$ cat config.mk
export PLATFORM = sky130hd
export DESIGN_NAME = reg_scoreboard_flat
export DESIGN_NICKNAME = d
export VERILOG_FILES = /design/src/rtl/reg_scoreboard_if.sv /design/src/rtl/reg_scoreboard.sv /design/src/flat_wrapper.sv
export SDC_FILE = /design/constraint.sdc
export NUM_CORES = 1
export LEC_CHECK = 0
export BUFFER_PORTS_ARGS = -buffer_cell sky130_fd_sc_hd__buf_2
export CAP_MARGIN = 20
export CORE_ASPECT_RATIO = 1.5
export CORE_MARGIN = 10
export CORE_UTILIZATION = 40
export DETAILED_ROUTE_END_ITERATION = 8
export GPL_TIMING_DRIVEN = 0
export HOLD_SLACK_MARGIN = 0.05
export PLACE_DENSITY = 0.68
export SYNTH_ARGS = -nofsm -noshare
export SYNTH_HDL_FRONTEND = slang
export SYNTH_SLANG_ARGS = --single-unit
$ cat constraint.sdc
create_clock -name clk -period 2.9 [get_ports clk]
set_input_delay 0.58 -clock clk [delete_from_list [all_inputs] [get_ports clk]]
set_output_delay 0.58 -clock clk [all_outputs]
set_load 0.02 [all_outputs]
$ cat src/rtl/reg_scoreboard_if.sv
// reg_scoreboard_if: ID/EXE/WB hooks of the issue-side scoreboard.
// master drives the pipeline side, slave is the scoreboard.
interface reg_scoreboard_if #(
  parameter int REG_FILE_ADDR_LEN = 4,
  parameter int REG_FILE_SIZE     = 16
);
  logic                         freeze;
  logic                         fwd_en;
  logic [REG_FILE_ADDR_LEN-1:0] src1_ID;
  logic [REG_FILE_ADDR_LEN-1:0] src2_ID;
  logic                         two_src_ID;
  logic                         src1_used_ID;
  logic                         issue_valid;
  logic                         issue_wb_en;
  logic [REG_FILE_ADDR_LEN-1:0] issue_dest;
  logic                         issue_mem_r_en;
  logic                         wb_valid;
  logic [REG_FILE_ADDR_LEN-1:0] wb_dest;
  logic                         hazard;
  logic [REG_FILE_SIZE-1:0]     busy_vec;
  logic                         sb_err;

  modport master (
    output freeze, fwd_en,
    output src1_ID, src2_ID,
    output two_src_ID, src1_used_ID,
    output issue_valid, issue_wb_en,
    output issue_dest, issue_mem_r_en,
    output wb_valid, wb_dest,
    input  hazard, busy_vec, sb_err
  );

  modport slave (
    input  freeze, fwd_en,
    input  src1_ID, src2_ID,
    input  two_src_ID, src1_used_ID,
    input  issue_valid, issue_wb_en,
    input  issue_dest, issue_mem_r_en,
    input  wb_valid, wb_dest,
    output hazard, busy_vec, sb_err
  );
endinterface

$ cat src/rtl/reg_scoreboard.sv
// reg_scoreboard: per-register in-flight write counters and
// load-in-EXE tracker driving the ID-stage stall.
module reg_scoreboard #(
  parameter int REG_FILE_ADDR_LEN = 4,
  parameter int REG_FILE_SIZE     = 16,
  parameter int CNT_LEN           = 2
) (
  input  logic           clk,
  input  logic           rst,
  reg_scoreboard_if.slave sb
);
  typedef logic [REG_FILE_ADDR_LEN-1:0] addr_t;
  typedef logic [CNT_LEN-1:0]           cnt_t;

  localparam cnt_t CNT_MAX = {CNT_LEN{1'b1}};

  cnt_t  cnt_q [REG_FILE_SIZE];
  cnt_t  cnt_d [REG_FILE_SIZE];
  logic  err_q, err_d;
  logic  ld_v_q, ld_v_d;
  addr_t ld_dest_q, ld_dest_d;
  logic  inc, dec;
  logic  m1, m2;

  assign inc = sb.issue_valid & sb.issue_wb_en;
  assign dec = sb.wb_valid;

  // Next-state counters with saturation and error capture.
  always_comb begin
    err_d = err_q;
    for (int r = 0; r < REG_FILE_SIZE; r++) begin
      logic inc_r, dec_r;
      cnt_d[r] = cnt_q[r];
      inc_r = inc && (sb.issue_dest == addr_t'(r));
      dec_r = dec && (sb.wb_dest == addr_t'(r));
      if (inc_r && !dec_r) begin
        if (cnt_q[r] == CNT_MAX) err_d = 1'b1;
        else cnt_d[r] = cnt_q[r] + cnt_t'(1);
      end else if (dec_r && !inc_r) begin
        if (cnt_q[r] == '0) err_d = 1'b1;
        else cnt_d[r] = cnt_q[r] - cnt_t'(1);
      end
    end
    ld_v_d    = inc & sb.issue_mem_r_en;
    ld_dest_d = sb.issue_dest;
  end

  // State update; a frozen pipeline holds everything.
  always_ff @(posedge clk or negedge rst) begin
    if (!rst) begin
      for (int r = 0; r < REG_FILE_SIZE; r++)
        cnt_q[r] <= '0;
      err_q     <= 1'b0;
      ld_v_q    <= 1'b0;
      ld_dest_q <= '0;
    end else if (!sb.freeze) begin
      for (int r = 0; r < REG_FILE_SIZE; r++)
        cnt_q[r] <= cnt_d[r];
      err_q     <= err_d;
      ld_v_q    <= ld_v_d;
      ld_dest_q <= ld_dest_d;
    end
  end

  // A source hits on a load in EXE when forwarding is on,
  // otherwise on any pending writer not retiring right now.
  function automatic logic hit(input addr_t s);
    logic retiring;
    retiring = sb.wb_valid && (sb.wb_dest == s)
            && (cnt_q[s] == cnt_t'(1));
    if (sb.fwd_en) return ld_v_q && (s == ld_dest_q);
    return (cnt_q[s] != '0) && !retiring;
  endfunction

  // Stall decision from the two ID source ports.
  always_comb begin
    m1 = sb.src1_used_ID & hit(sb.src1_ID);
    m2 = sb.two_src_ID & hit(sb.src2_ID);
  end

  assign sb.hazard = m1 | m2;
  assign sb.sb_err = err_q;

  // Busy flags straight from the registered counters.
  always_comb begin
    for (int r = 0; r < REG_FILE_SIZE; r++)
      sb.busy_vec[r] = (cnt_q[r] != '0);
  end
endmodule

$ cat src/flat_wrapper.sv
// flat-port wrapper written by rule: the top's interface ports become plain ports
module reg_scoreboard_flat 
#(
  parameter int REG_FILE_ADDR_LEN = 4,
  parameter int REG_FILE_SIZE     = 16,
  parameter int CNT_LEN           = 2
)
  (clk, rst, sb_freeze, sb_fwd_en, sb_src1_ID, sb_src2_ID, sb_two_src_ID, sb_src1_used_ID, sb_issue_valid, sb_issue_wb_en, sb_issue_dest, sb_issue_mem_r_en, sb_wb_valid, sb_wb_dest, sb_hazard, sb_busy_vec, sb_sb_err);
  reg_scoreboard_if #(.REG_FILE_ADDR_LEN(REG_FILE_ADDR_LEN), .REG_FILE_SIZE(REG_FILE_SIZE)) sb_i ();
  input  logic clk;
  input  logic rst;
  input wire logic [$bits(sb_i.freeze)-1:0] sb_freeze;
  input wire logic [$bits(sb_i.fwd_en)-1:0] sb_fwd_en;
  input wire logic [$bits(sb_i.src1_ID)-1:0] sb_src1_ID;
  input wire logic [$bits(sb_i.src2_ID)-1:0] sb_src2_ID;
  input wire logic [$bits(sb_i.two_src_ID)-1:0] sb_two_src_ID;
  input wire logic [$bits(sb_i.src1_used_ID)-1:0] sb_src1_used_ID;
  input wire logic [$bits(sb_i.issue_valid)-1:0] sb_issue_valid;
  input wire logic [$bits(sb_i.issue_wb_en)-1:0] sb_issue_wb_en;
  input wire logic [$bits(sb_i.issue_dest)-1:0] sb_issue_dest;
  input wire logic [$bits(sb_i.issue_mem_r_en)-1:0] sb_issue_mem_r_en;
  input wire logic [$bits(sb_i.wb_valid)-1:0] sb_wb_valid;
  input wire logic [$bits(sb_i.wb_dest)-1:0] sb_wb_dest;
  output wire logic [$bits(sb_i.hazard)-1:0] sb_hazard;
  output wire logic [$bits(sb_i.busy_vec)-1:0] sb_busy_vec;
  output wire logic [$bits(sb_i.sb_err)-1:0] sb_sb_err;
  assign sb_i.freeze = sb_freeze;
  assign sb_i.fwd_en = sb_fwd_en;
  assign sb_i.src1_ID = sb_src1_ID;
  assign sb_i.src2_ID = sb_src2_ID;
  assign sb_i.two_src_ID = sb_two_src_ID;
  assign sb_i.src1_used_ID = sb_src1_used_ID;
  assign sb_i.issue_valid = sb_issue_valid;
  assign sb_i.issue_wb_en = sb_issue_wb_en;
  assign sb_i.issue_dest = sb_issue_dest;
  assign sb_i.issue_mem_r_en = sb_issue_mem_r_en;
  assign sb_i.wb_valid = sb_wb_valid;
  assign sb_i.wb_dest = sb_wb_dest;
  assign sb_hazard = sb_i.hazard;
  assign sb_busy_vec = sb_i.busy_vec;
  assign sb_sb_err = sb_i.sb_err;
  reg_scoreboard #(.REG_FILE_ADDR_LEN(REG_FILE_ADDR_LEN), .REG_FILE_SIZE(REG_FILE_SIZE), .CNT_LEN(CNT_LEN)) u_core (.clk(clk), .rst(rst), .sb(sb_i));
endmodule
==> metrics.txt <==
# TYPE chip_impl_metric gauge
chip_impl_info{name="outcome",value="completed"} 1
chip_impl_metric{name="synth.yosys.warnings",unit=""} 0
chip_impl_metric{name="globalRoute.totalOverflow",unit=""} 0
chip_impl_metric{name="synth.top_cell.area_share",unit=""} 0.2766
chip_impl_metric{name="diodes",unit=""} 0
chip_impl_metric{name="core_area",unit="µm²"} 8413
chip_impl_metric{name="maxSlewHeadroom",unit=""} 0.4037
chip_impl_metric{name="post_route_cells_drive_above_1_share",unit=""} 0.2052
chip_impl_metric{name="htree_levels",unit=""} 2
chip_impl_metric{name="final_period_utilization",unit=""} 0.9514
chip_impl_metric{name="wire_length_after_detailed_routing",unit="µm"} 11590
chip_impl_metric{name="dr_total_vias",unit=""} 3489
chip_impl_metric{name="buffer_ports.inserted",unit=""} 31
chip_impl_metric{name="timing.fmax",unit="MHz"} 362.4
chip_impl_metric{name="syn-instance-count",unit=""} 426
chip_impl_metric{name="final_core_utilization",unit=""} 0.4610
chip_impl_metric{name="worst-endpoint-arrival",unit="ns"} 2.18
chip_impl_info{name="synth_flop_cell",value="dfrtp_1"} 1
chip_impl_metric{name="leakage",unit="nW"} 1.564
chip_impl_metric{name="synth_cell_types",unit=""} 61
chip_impl_info{name="unrepaired_setup_endpoints_after_global_routing",value="no"} 1
chip_impl_metric{name="holdBufCountCts",unit=""} 0
chip_impl_metric{name="remaining_drcs",unit=""} 0
chip_impl_metric{name="cts_buffers",unit=""} 5
chip_impl_metric{name="cts-root-to-sink-buffers",unit=""} 2
chip_impl_metric{name="number_of_antenna_violations_at_the_first_check_in_global_routing",unit=""} 0
chip_impl_metric{name="area_growth_syn_to_layout",unit="%"} 12.81
chip_impl_metric{name="post_synth_edffs",unit=""} 0
chip_impl_metric{name="synthesis.area_per_instance",unit="µm²"} 8.071
chip_impl_info{name="critical_path.startpoint_type",value="input pin"} 1
chip_impl_metric{name="gr-usage-all-layers",unit=""} 0.1833
chip_impl_info{name="crit_top_cell",value="buf_2"} 1
chip_impl_metric{name="syn_nets",unit=""} 454
chip_impl_metric{name="timing.final.max_slew_violations",unit=""} 0
chip_impl_info{name="tritoncts",value="done"} 1
chip_impl_info{name="clockRootBuffer",value="clkbuf_16"} 1
chip_impl_metric{name="wl_per_cell",unit="µm"} 20.34
chip_impl_metric{name="floorplan.die_area",unit="µm²"} 12780
chip_impl_metric{name="drt_first_iter_violations",unit=""} 379
chip_impl_metric{name="crit_path_max_fo",unit=""} 10
chip_impl_info{name="worst_path_max_delay_cell",value="mux4_2"} 1
chip_impl_metric{name="power_per_cell_area",unit="nW/µm²"} 575.7
chip_impl_metric{name="clock_sink_count",unit=""} 38
chip_impl_info{name="post_synth_main_area_contributors",value="dfrtp_1 (28%), mux4_2 (10%), o21ai_0 (5.8%)"} 1
chip_impl_metric{name="hold_violations",unit=""} 0
chip_impl_metric{name="number_of_vias_per_cell",unit=""} 6.121
chip_impl_metric{name="finalNonFillerCells",unit=""} 570
chip_impl_metric{name="dp.cells",unit=""} 564
chip_impl_metric{name="clk_pin_slew_worst_paths",unit="ns"} 0.06
chip_impl_metric{name="ios",unit=""} 44
chip_impl_metric{name="die_h",unit="µm"} 133.6
chip_impl_metric{name="syn_area",unit="µm²"} 3438
chip_impl_metric{name="detailedRoute.firstPassIterationCount",unit=""} 6
chip_impl_metric{name="die_width",unit="µm"} 95.70
chip_impl_metric{name="vias_in_the_first_global_route",unit=""} 3496
chip_impl_metric{name="gpl.final_weighted_congestion",unit=""} 1.004
chip_impl_metric{name="report.final.setup_viol",unit=""} 0
chip_impl_info{name="critPathCaptureType",value="primary output"} 1
chip_impl_metric{name="data_required_time_of_the_worst_path",unit="ns"} 2.32
chip_impl_metric{name="period_minus_slack",unit="ns"} 2.759
chip_impl_info{name="cell_type_with_the_largest_total_area_after_synthesis",value="dfrtp_1"} 1
chip_impl_metric{name="starting_density",unit=""} 0.4087
chip_impl_metric{name="layout.filler_cells",unit=""} 827
chip_impl_info{name="worstPathCellList",value="buf_2, mux4_2, nor2b_1, a211oi_1, o21ai_1, nand4b_1, nand3_1, buf_2"} 1
chip_impl_metric{name="critical_path.max_stage_delay",unit="ns"} 0.53
chip_impl_info{name="critPathKind",value="input pin to primary output"} 1
chip_impl_metric{name="report.power.total",unit="W"} 0.002233
chip_impl_metric{name="synth.yosys.seq_area_share",unit=""} 0.2766
chip_impl_metric{name="synth_async_sr_flop_share",unit=""} 1.000
chip_impl_metric{name="max-vdd-ir-drop",unit="mV"} 0.2192
chip_impl_metric{name="pin_count_of_the_biggest_net_entering_global_routing",unit=""} 39
chip_impl_metric{name="drv_cap",unit=""} 0
chip_impl_metric{name="fin_worst_skew",unit="ns"} 0.003597
chip_impl_metric{name="fin_nets",unit=""} 492
chip_impl_metric{name="worstPathBufferInverterCount",unit=""} 2
chip_impl_metric{name="rows",unit=""} 41
chip_impl_metric{name="synth.ff_latch_count",unit=""} 38
chip_impl_metric{name="multiInputGateArea",unit="µm²"} 2328
chip_impl_metric{name="worst_skew_pair.late_latency",unit="ns"} 0.29
chip_impl_metric{name="final_antenna_net_count",unit=""} 0
chip_impl_metric{name="dpl_hpwl",unit="µm"} 8946
chip_impl_metric{name="tightestPinTransition",unit="ns"} 0.8945
chip_impl_metric{name="grt_pass1_wl",unit="µm"} 18220
chip_impl_metric{name="regArea",unit="µm²"} 950.9
chip_impl_info{name="critical-path-top-delay-family",value="multiplexers"} 1
chip_impl_info{name="type_of_the_worst_min_delay_path",value="input pin to asynchronous set/reset pin"} 1
[stage by stage]
step | worst slack, ns | setup TNS [ns] | instance area, µm² | hold slack (ns)
after floorplan | 0.2668 | 0 | 3438 | 0.2844
after global placement | -0.2595 | -0.2595 | 3727 | 0.5227
after detailed placement | -0.2550 | -0.2550 | 3727 | 0.5242
after CTS | 0.008970 | 0 | 3866 | 0.4577
after global routing | 0.04752 | 0 | 3879 | 0.5048
final | 0.1409 | 0 | 3879 | 0.4191
[logic make-up (layout without fill, tap and decap cells)]
family,Yosys count,in the layout,synth area share
simple gates,189,189,0.2820
compound gates,114,114,0.2085
buf+inv,41,78,0.04949
flops,38,38,0.2766
mux,26,26,0.1354
xor+xnor,16,16,0.04076
fa+ha+maj,2,2,0.007277
[cell type report]
class                   instances  area share
repair buffers                 31     0.04000
flip-flops and latches         38      0.2452
multi-input cells             347      0.6003
well taps                     107     0.03452
inverters                      21     0.02032
clock buffers                   6     0.03581
plain buffers                  20     0.02387
[layout by cell type, fill, tap and decap left out, types with 5 or more instances in the layout]
cell type,count
nand3_1,8
inv_1,20
nand4_1,5
mux4_2,16
nor2b_1,5
nor4_1,8
nor3_1,11
buf_2,41
o21ai_0,40
nand2_1,52
nor2_1,49
a21oi_1,27
or2_1,5
o31ai_1,12
dfrtp_1,38
mux2i_1,6
xor2_1,12
clkbuf_1,8
clkbuf_16,5
or2_2,12
[flip-flops by register name, indices dropped and copies added, names as in the netlist]
| register | count |
|---|---|
| u_core.cnt_q | 32 |
| u_core.ld_v_q | 1 |
| u_core.ld_dest_q | 4 |
| u_core.sb.sb_err | 1 |
[cell usage after synthesis (2+ instances only)]
master	n
a22o_1	3
a31oi_1	3
xor2_1	12
a2111oi_0	2
dfrtp_1	38
nand2b_1	4
and2_4	2
mux2_2	4
clkbuf_1	9
or3_1	2
nor2b_1	5
nor3_1	11
a21boi_0	2
nor2_1	49
inv_1	20
a21oi_1	27
nand2_1	52
or2_2	12
and3_1	3
and2_1	4
o21ai_0	40
and3b_1	2
o211ai_1	3
nand4_1	5
buf_2	10
nand3_1	8
a211oi_1	4
nor4_1	9
o31ai_1	12
mux2i_1	6
xnor2_1	4
o21ai_1	2
o21a_1	2
o22ai_1	4
nand4b_1	4
and4_1	2
mux4_2	16
ha_1	2
or2_1	5
[final timing paths]
path | start | endpoint | slack (ns) | cells past startpoint
max in group asynchronous | rst | u_core.ld_dest_q[2]$_DFFE_PN0N_ | 1.91 | 1
min in group clk | u_core.cnt_q[28]$_DFFE_PN0P_ | u_core.cnt_q[28]$_DFFE_PN0P_ | 0.54 | 1
max | sb_src1_ID[0] | sb_hazard | 0.14 | 8
min reg2reg | u_core.cnt_q[28]$_DFFE_PN0P_ | u_core.cnt_q[28]$_DFFE_PN0P_ | 0.54 | 1
min | rst | u_core.cnt_q[10]$_DFFE_PN0P_ | 0.42 | 1
max reg2reg | u_core.cnt_q[1]$_DFFE_PN0P_ | u_core.sb.sb_err$_DFFE_PN0N_ | 0.89 | 6
[report_power, final]
group          total, W  switching (W)  leakage (nW)  internal, W
Sequential     0.000896       0.000241         0.453     0.000655
Clock          0.000548       0.000215        0.0688     0.000333
Combinational  0.000790       0.000437          1.04     0.000352
[metal layers]
layer | track usage | vias up | share of wire
met1 | 0.2058 | 1693 | 0.38
met5 | 0 | - | 0
met2 | 0.3210 | 146 | 0.52
li1 | - | 1623 | -
met4 | 0.08553 | 0 | 0.035
met3 | 0.03093 | 27 | 0.063
[timing repair]
action                                  CTS  global route
endpoints found under the setup margin    0             2
gates resized for setup                   0             4
setup buffers                             0             0
(Power assumes the default switching activity.)
